## config.mk

```make
export PLATFORM = sky130hd
export DESIGN_NAME = ps2_kbd_rx
export DESIGN_NICKNAME = d
export VERILOG_FILES = /design/src/rtl/ps2_pkg.sv /design/src/rtl/ps2_line_filter.sv /design/src/rtl/ps2_kbd_rx.sv
export SDC_FILE = /design/constraint.sdc
export NUM_CORES = 1
export LEC_CHECK = 0
export ABC_AREA = 1
export CORE_ASPECT_RATIO = 0.5
export CORE_MARGIN = 2
export CORE_UTILIZATION = 40
export CTS_CLUSTER_SIZE = 16
export DETAILED_ROUTE_END_ITERATION = 7
export GPL_TIMING_DRIVEN = 1
export HOLD_SLACK_MARGIN = 0.12
export PLACE_DENSITY_LB_ADDON = 0.1
export SYNTH_ARGS = -nofsm -noshare
export SYNTH_HDL_FRONTEND = slang
export SYNTH_SLANG_ARGS = --single-unit
```

## constraint.sdc

```tcl
create_clock -name clk_sys -period 3.3 [get_ports clk_sys]
set_clock_uncertainty 0.15 [all_clocks]
set_input_delay 0.66 -clock clk_sys [delete_from_list [all_inputs] [get_ports clk_sys]]
set_output_delay 0.66 -clock clk_sys [all_outputs]
set_load 0.01 [all_outputs]
```

## src/rtl/ps2_pkg.sv

```systemverilog
// Shared types and constants for the PS/2 keyboard receiver.
package ps2_pkg;

  typedef enum logic [1:0] {
    IDLE,
    DATA,
    PARITY,
    STOP
  } ps2_rx_state_t;

  typedef struct packed {
    logic       ext;
    logic       rel;
    logic [7:0] code;
  } ps2_event_t;

  localparam logic [7:0] PS2_PFX_EXT = 8'hE0;
  localparam logic [7:0] PS2_PFX_REL = 8'hF0;

endpackage

```

## src/rtl/ps2_line_filter.sv

```systemverilog
// Two-flop synchroniser followed by a stability filter: the output only
// follows the synchronised line after it has held a new level for FILTER_LEN cycles.
module ps2_line_filter #(
  parameter int unsigned FILTER_LEN = 8
) (
  input  logic clk_sys,
  input  logic reset_n,
  input  logic line_in,
  output logic line_out
);

  localparam int unsigned CW = (FILTER_LEN > 1) ? $clog2(FILTER_LEN) : 1;

  logic [1:0]    sync;
  logic [CW-1:0] cnt;

  always_ff @(posedge clk_sys) begin
    if (!reset_n) begin
      sync     <= '1;
      cnt      <= '0;
      line_out <= 1'b1;
    end else begin
      sync <= {sync[0], line_in};
      if (sync[1] == line_out) begin
        cnt <= '0;
      end else if (cnt == CW'(FILTER_LEN - 1)) begin
        line_out <= sync[1];
        cnt      <= '0;
      end else begin
        cnt <= cnt + CW'(1);
      end
    end
  end

endmodule

```

## src/rtl/ps2_kbd_rx.sv

```systemverilog
// PS/2 keyboard receiver: filtered lines, 11-bit frame FSM with parity check,
// E0/F0 prefix folding and a small key-event FIFO.
module ps2_kbd_rx
  import ps2_pkg::*;
#(
  parameter int unsigned FILTER_LEN  = 8,
  parameter int unsigned TIMEOUT_CYC = 43000,
  parameter int unsigned FIFO_DEPTH  = 4
) (
  input  logic       clk_sys,
  input  logic       reset_n,
  input  logic       ps2_clk,
  input  logic       ps2_data,
  output logic       ev_valid,
  output logic [7:0] ev_code,
  output logic       ev_ext,
  output logic       ev_rel,
  input  logic       ev_rd,
  output logic       err_parity,
  output logic       err_overflow
);

  localparam int unsigned AW = $clog2(FIFO_DEPTH);
  localparam int unsigned TW = $clog2(TIMEOUT_CYC + 1);

  logic clk_f, data_f, clk_f_d, strobe;

  ps2_line_filter #(.FILTER_LEN(FILTER_LEN)) u_clk_filt (
    .clk_sys  (clk_sys),
    .reset_n  (reset_n),
    .line_in  (ps2_clk),
    .line_out (clk_f)
  );

  ps2_line_filter #(.FILTER_LEN(FILTER_LEN)) u_data_filt (
    .clk_sys  (clk_sys),
    .reset_n  (reset_n),
    .line_in  (ps2_data),
    .line_out (data_f)
  );

  assign strobe = clk_f_d & ~clk_f;

  ps2_rx_state_t state;
  logic [2:0]    bitcnt;
  logic [7:0]    shreg;
  logic          par_bit;
  logic [TW-1:0] idle_cnt;
  logic          pfx_ext, pfx_rel;
  logic          ev_wr;
  ps2_event_t    ev_wdata;

  always_ff @(posedge clk_sys) begin
    if (!reset_n) begin
      state      <= IDLE;
      bitcnt     <= '0;
      shreg      <= '0;
      par_bit    <= 1'b0;
      idle_cnt   <= '0;
      pfx_ext    <= 1'b0;
      pfx_rel    <= 1'b0;
      ev_wr      <= 1'b0;
      ev_wdata   <= '0;
      err_parity <= 1'b0;
      clk_f_d    <= 1'b1;
    end else begin
      clk_f_d    <= clk_f;
      ev_wr      <= 1'b0;
      err_parity <= 1'b0;
      // A stalled frame is silently abandoned; prefix flags are kept.
      if (state != IDLE && !strobe && idle_cnt == TW'(TIMEOUT_CYC - 1)) begin
        state    <= IDLE;
        idle_cnt <= '0;
      end else begin
        if (state == IDLE || strobe)
          idle_cnt <= '0;
        else
          idle_cnt <= idle_cnt + TW'(1);
        if (strobe) begin
          case (state)
            IDLE: begin
              if (!data_f) begin
                state  <= DATA;
                bitcnt <= '0;
              end
            end
            DATA: begin
              shreg  <= {data_f, shreg[7:1]};
              bitcnt <= bitcnt + 3'd1;
              if (bitcnt == 3'd7)
                state <= PARITY;
            end
            PARITY: begin
              par_bit <= data_f;
              state   <= STOP;
            end
            STOP: begin
              if ((^{shreg, par_bit}) && data_f) begin
                if (shreg == PS2_PFX_EXT) begin
                  pfx_ext <= 1'b1;
                end else if (shreg == PS2_PFX_REL) begin
                  pfx_rel <= 1'b1;
                end else begin
                  ev_wr    <= 1'b1;
                  ev_wdata <= '{ext: pfx_ext, rel: pfx_rel, code: shreg};
                  pfx_ext  <= 1'b0;
                  pfx_rel  <= 1'b0;
                end
              end else begin
                err_parity <= 1'b1;
              end
              state <= IDLE;
            end
            default: state <= IDLE;
          endcase
        end
      end
    end
  end

  ps2_event_t    mem [FIFO_DEPTH];
  logic [AW:0]   wr_ptr, rd_ptr;
  logic          full, empty, pop, push;
  ps2_event_t    head;

  assign empty = (wr_ptr == rd_ptr);
  assign full  = (wr_ptr[AW] != rd_ptr[AW]) && (wr_ptr[AW-1:0] == rd_ptr[AW-1:0]);
  assign pop   = ev_rd & ~empty;
  // A pop in the same cycle frees the slot the write lands in.
  assign push  = ev_wr & (~full | pop);

  always_ff @(posedge clk_sys) begin
    if (!reset_n) begin
      wr_ptr <= '0;
      rd_ptr <= '0;
      for (int unsigned i = 0; i < FIFO_DEPTH; i++)
        mem[i] <= '0;
    end else begin
      if (push) begin
        mem[wr_ptr[AW-1:0]] <= ev_wdata;
        wr_ptr              <= wr_ptr + (AW+1)'(1);
      end
      if (pop)
        rd_ptr <= rd_ptr + (AW+1)'(1);
    end
  end

  assign head         = mem[rd_ptr[AW-1:0]];
  assign ev_valid     = ~empty;
  assign ev_code      = head.code;
  assign ev_ext       = head.ext;
  assign ev_rel       = head.rel;
  assign err_overflow = ev_wr & full & ~pop;

endmodule

```

Word-level counts from Yosys, hierarchy flattened
Memories as Yosys holds them, arrays and structs flattened. A register that Yosys moved wholly into a read port is not among the register bits.
Cells that the tools add are included.
{ "op_classes": {"n_addsub": 6, "bitwise_logic": 19, "muxes": 19, "n_eq_ne": 17, "reduce_logical": 26} }
{ "ops": {"columns": ["op", "count"], "rows": [
  ["16-bit by 1-bit adder with 16-bit output, second input constant", 1],
  ["16-bit equality test, second input constant", 1],
  ["8-bit equality test, second input constant", 2],
  ["3-bit by 1-bit adder with 3-bit output, second input constant", 5],
  ["1-bit inverter", 13],
  ["1-bit two-way mux", 10],
  ["10-bit two-way mux", 1],
  ["2-bit two-way mux", 5],
  ["5-bit AND reduction", 2],
  ["10-bit OR reduction", 1],
  ["3-bit equality test, second input constant", 3],
  ["3-bit AND reduction", 3],
  ["3-bit OR reduction", 3],
  ["9-bit XOR reduction", 1],
  ["2-bit one-hot mux with 4 select lines", 1],
  ["2-bit != test, second input constant", 3],
  ["3-bit one-hot mux with 2 select lines", 1],
  ["6-bit AND reduction", 1],
  ["6-bit OR reduction", 1],
  ["1-bit AND", 5],
  ["2-bit equality test, second input constant", 2],
  ["1-bit logical AND", 4],
  ["2-bit AND reduction", 2],
  ["4-bit AND reduction", 1],
  ["13 further kinds", 15]
]} }
{ "totals": {"ff_bits": 63, "ramBits": 40, "memories": 1, "word_cells": 109, "input_bits": 5, "output_inout_bits": 13} }
{ "memory_table": {"columns": ["memory", "depth", "width", "rd", "rd_clocked_by_memory_dff", "write_ports", "line_no", "text"], "rows": [
  ["mem", 4, 10, 1, 1, 4, "ps2_kbd_rx.sv:121", "ps2_event_t mem [FIFO_DEPTH];"]
]} }

Depth between registers and ports, before layout
{ "logic_depth": {"depth_word": 10, "mapped_depth": 13, "ltp_nobuf": 12} }

By module
A second synthesis with hierarchy kept.
{ "unflattened": {"hier_cells": 563, "area_unflattened_um2": 4660.7} }
{ "modules_own_cells": {"columns": ["module", "cells_each", "area_each_um2", "instances", "seq_area_each_um2"], "rows": [
  ["ps2_kbd_rx", 515, 4217.8, 1, 2262.2],
  ["ps2_line_filter", 24, 221.5, 2, 120.1]
]} }

Worst setup path after synthesis
No wires, ideal clock.
{ "synth_timing": {"kind": "input -> register", "startpoint": "in reset_n", "endpoint": "mem mem[2][0] (netlist bit), enable pin", "path_stages": 7, "n_path_buf": 1, "t_required_ns": 2.759, "setup_time_ns": 0.391, "slack_ns": 0.701, "t_arrival_ns": 2.058, "path_cell_list": "clkbuf_1 -> inv_1 -> nor2_2 -> inv_2 -> nor2_2 -> inv_2 -> o21ai_0"} }
{ "synth_rtl": {"columns": ["item", "line_no", "text"], "rows": [
  ["from (decl)", "ps2_kbd_rx.sv:11", "input logic reset_n,"],
  ["to (decl)", "ps2_kbd_rx.sv:121", null]
]} }

==> flow_metrics.py <==
metrics = {
    "status": {
        "status": "complete, no violations",
    },
    "timing": {
        "period_share_pct": 84.0,
        "tns_ps": 0,
        "finalSetupViolCount": 0,
        "drv_slew": 0,
        "timing.hold.ws_ps": 266,
        "relSlewSlack_pct": 61.8,
        "tightestPinTransition_ps": 573,
        "hold_viol": 0,
        "rsz0062_at_grt": "no",
        "max_freq_mhz": 361,
        "post-route-min-period_ps": 2770,
    },
    "flow_run": {
        "max_cap_violations": 0,
    },
    "logic_synthesis": {
        "yosysWarnings": 0,
        "yosysUniqueCellTypes": 33,
        "synth_nets": 565,
        "synth_top_family_by_area": "simple AND/OR/NAND/NOR gates",
        "synthAdderAreaFrac_pct": 3.52,
        "synth_xor_area_share_pct": 0.568,
        "yosys_most_used_dff": "dfxtp_1",
        "netlist_area_mm2": 0.00463,
        "synth_edf_count": 40,
        "yosysTopAreaCell": "dfxtp_1",
        "async_flop_share_pct": 0,
        "synthMuxAreaShare_pct": 0,
        "synth-seq-cells": 105,
        "synthSimpleGateAreaFrac_pct": 22.8,
        "synthCells": 547,
        "yosysSeqAreaShare_pct": 54.1,
        "synth_compound_area_share_pct": 11.0,
        "synth_most_common_cell": "nand2_1",
        "syn_avg_cell_area_um2": 8.46,
        "synth_commonest_cells": "83 x nand2_1, 78 x nor2_1, 68 x inv_1, 65 x dfxtp_1, 46 x o21ai_0",
        "yosysTopAreaCellShare_pct": 28.1,
        "synth_area_leaders": "dfxtp_1 28%, edfxtp_1 26%, nand2_1 6.7%",
    },
    "worst_setup_path": {
        "cp-end-kind": "output pin",
        "path_max_fanout": 20,
        "cp.arrival_ps": 1960,
        "start_kind": "register",
        "reg2regPathDepth": 10,
        "r2r-end": "mem[2][6]",
        "worstSetupPathType": "reg2out",
        "critical_path.reg2reg.startpoint": "rd_ptr[2]",
        "r2r_slack_ps": 1130,
        "crit_required_ps": 2490,
    },
    "cts": {
        "clk_path_buf_depth": 2,
        "cts-root-buf": "clkbuf_16",
        "ctsHoldBuffers": 0,
        "cts-buffers-inserted": 9,
        "cts_setup_buffers": 0,
        "htreeDepth": 3,
        "clkSlewWorstSetupHoldPaths_ps": 70,
        "clk_latency_ps": 340,
        "clkSinkCount": 105,
        "cts_tree": "built",
        "cts-resized-gates": 0,
    },
    "routing": {
        "drtAntennaViolNets": 0,
        "wl_um": 9140,
        "vias_per_cell": 4.81,
        "first_pass_iters": 4,
        "drtIter0Drc": 188,
        "vias": 3430,
        "routedWlPerCell_um": 12.8,
        "post-route-drc-count": 0,
    },
    "grt": {
        "grt_max_degree": 35,
        "antenna_found_initial": 0,
        "grt_pass1_vias": 3125,
        "gr-total-overflow": 0,
        "grt_use_total_pct": 16.1,
        "grt_first_pass_wirelength_um": 15500,
    },
    "floorplanning": {
        "die-area_mm2": 0.0125,
        "ioPinCount": 18,
        "die_h_um": 80.1,
        "core-area_mm2": 0.0111,
        "die_x_um": 156,
        "rows": 27,
        "start_util_pct": 41.5,
    },
    "cells_and_area": {
        "layout-drive-gt1-share_pct": 7.92,
        "antenna_cells": 0,
        "num-nets-final": 581,
        "syn_to_final_growth_pct": 12.7,
    },
    "pwr": {
        "total_leakage_power_nw": 2.01,
        "vdd_drop_max_uv": 260,
        "seq_power_share_pct": 55.4,
        "switching_share_pct": 22.3,
        "power_density_mw_per_mm2": 477,
        "p_comb_share_pct": 5.0,
        "p_clk_share_pct": 39.7,
        "p_sw_uw": 555,
        "intPower_mw": 1.93,
    },
    "placement": {
        "port_buffers": 17,
        "dp_hpwl_um": 6180,
        "gp_congestion": 0.749,
    },
    "min_path": {
        "min_path_cells": 1,
        "holdCritPathClass": "reg2reg",
        "min_from": "u_clk_filt.sync[0]",
        "holdPathEnd": "u_clk_filt.sync[1]",
    },
}
## power by group through the flow
stage	clock network, mW	logic, mW	registers (mW)
2_1_floorplan	0	0.0674	1.40
3_5_place_dp	0	0.125	1.41
3_3_place_gp	0	0.124	1.41
6_report	0.987	0.123	1.38
4_1_cts	1.03	0.125	1.38
5_1_grt	1.08	0.138	1.38
## state kept, by name, indices dropped and copies added, names as in the netlist, named ones only
signal,flops
shreg,8
ev_wr,1
ev_wdata,10
u_clk_filt.sync,2
err_parity,1
mem,40
pfx_rel,1
state,2
clk_f_d,1
idle_cnt,16
u_data_filt.cnt,3
u_data_filt.line_out,1
u_clk_filt.line_out,1
pfx_ext,1
wr_ptr,3
rd_ptr,3
par_bit,1
u_data_filt.sync,2
bitcnt,3
u_clk_filt.cnt,3
## worst max path at each step
| stage | end | cells after the start | slack [ps] |
|---|---|---|---|
| after detailed placement | mem[2][3] | 10 | 470 |
| final | ev_code[1] | 4 | 530 |
| after floorplan | mem[2][0] | 7 | 700 |
| after CTS | ev_code[4] | 4 | 510 |
| after global placement | err_overflow | 5 | 530 |
| after global routing | ev_ext | 4 | 340 |
## cells in the final DEF, fill, tap and decap left out, types with 13 or more instances in the layout
cell and count:
ha_1 13, a21oi_1 32, nor3_1 37, nand3_1 13, inv_1 68, nand2_1 83, dfxtp_1 65, nor2_1 78
edfxtp_1 40, clkdlybuf4s50_1 17, o21ai_0 46
## area by class of cell
type	count	area, µm²
Clock buffer	9	225
Clock inverter	7	46.3
Fill cell	1097	5930
Inverter	71	267
Multi-Input combinational cell	349	1750
Sequential cell	105	2500
Tap cell	145	181
Timing Repair Buffer	27	245
## cell families after synthesis
logic type / after synthesis
adder cells (fa/ha/maj): 13
AND/OR/NAND/NOR: 238
XOR/XNOR: 3
buffers and inverters: 93
flip-flops: 105
AO/OA/AOI/OAI: 95
## layer usage
layer	GRT usage, %	vias up	part of all wire, %
met5	0	-	0
met4	4.68	0	0.26
met3	4.64	2	4.7
met2	25.4	48	44
met1	21.6	1540	51
li1	-	1840	-
## critical path, stage by stage (launching register included)
cell and delay (ps):
dfxtp_1 310, inv_1 420, o21ai_0 150, o22ai_1 160
clkdlybuf4s50_1 570
## per-stage QoR
stage	total power, mW	worst slack [ps]	utilization [%]	std cells	instance area (µm²)
6_report	2.49	528	46.8	713	5220
3_5_place_dp	1.53	474	44.4	697	4940
3_3_place_gp	1.53	526	44.4	697	4940
5_1_grt	2.59	338	46.8	713	5220
4_1_cts	2.53	511	46.8	713	5220
2_1_floorplan	1.47	701	-	547	4630
Power figures use the tool's default switching activity.
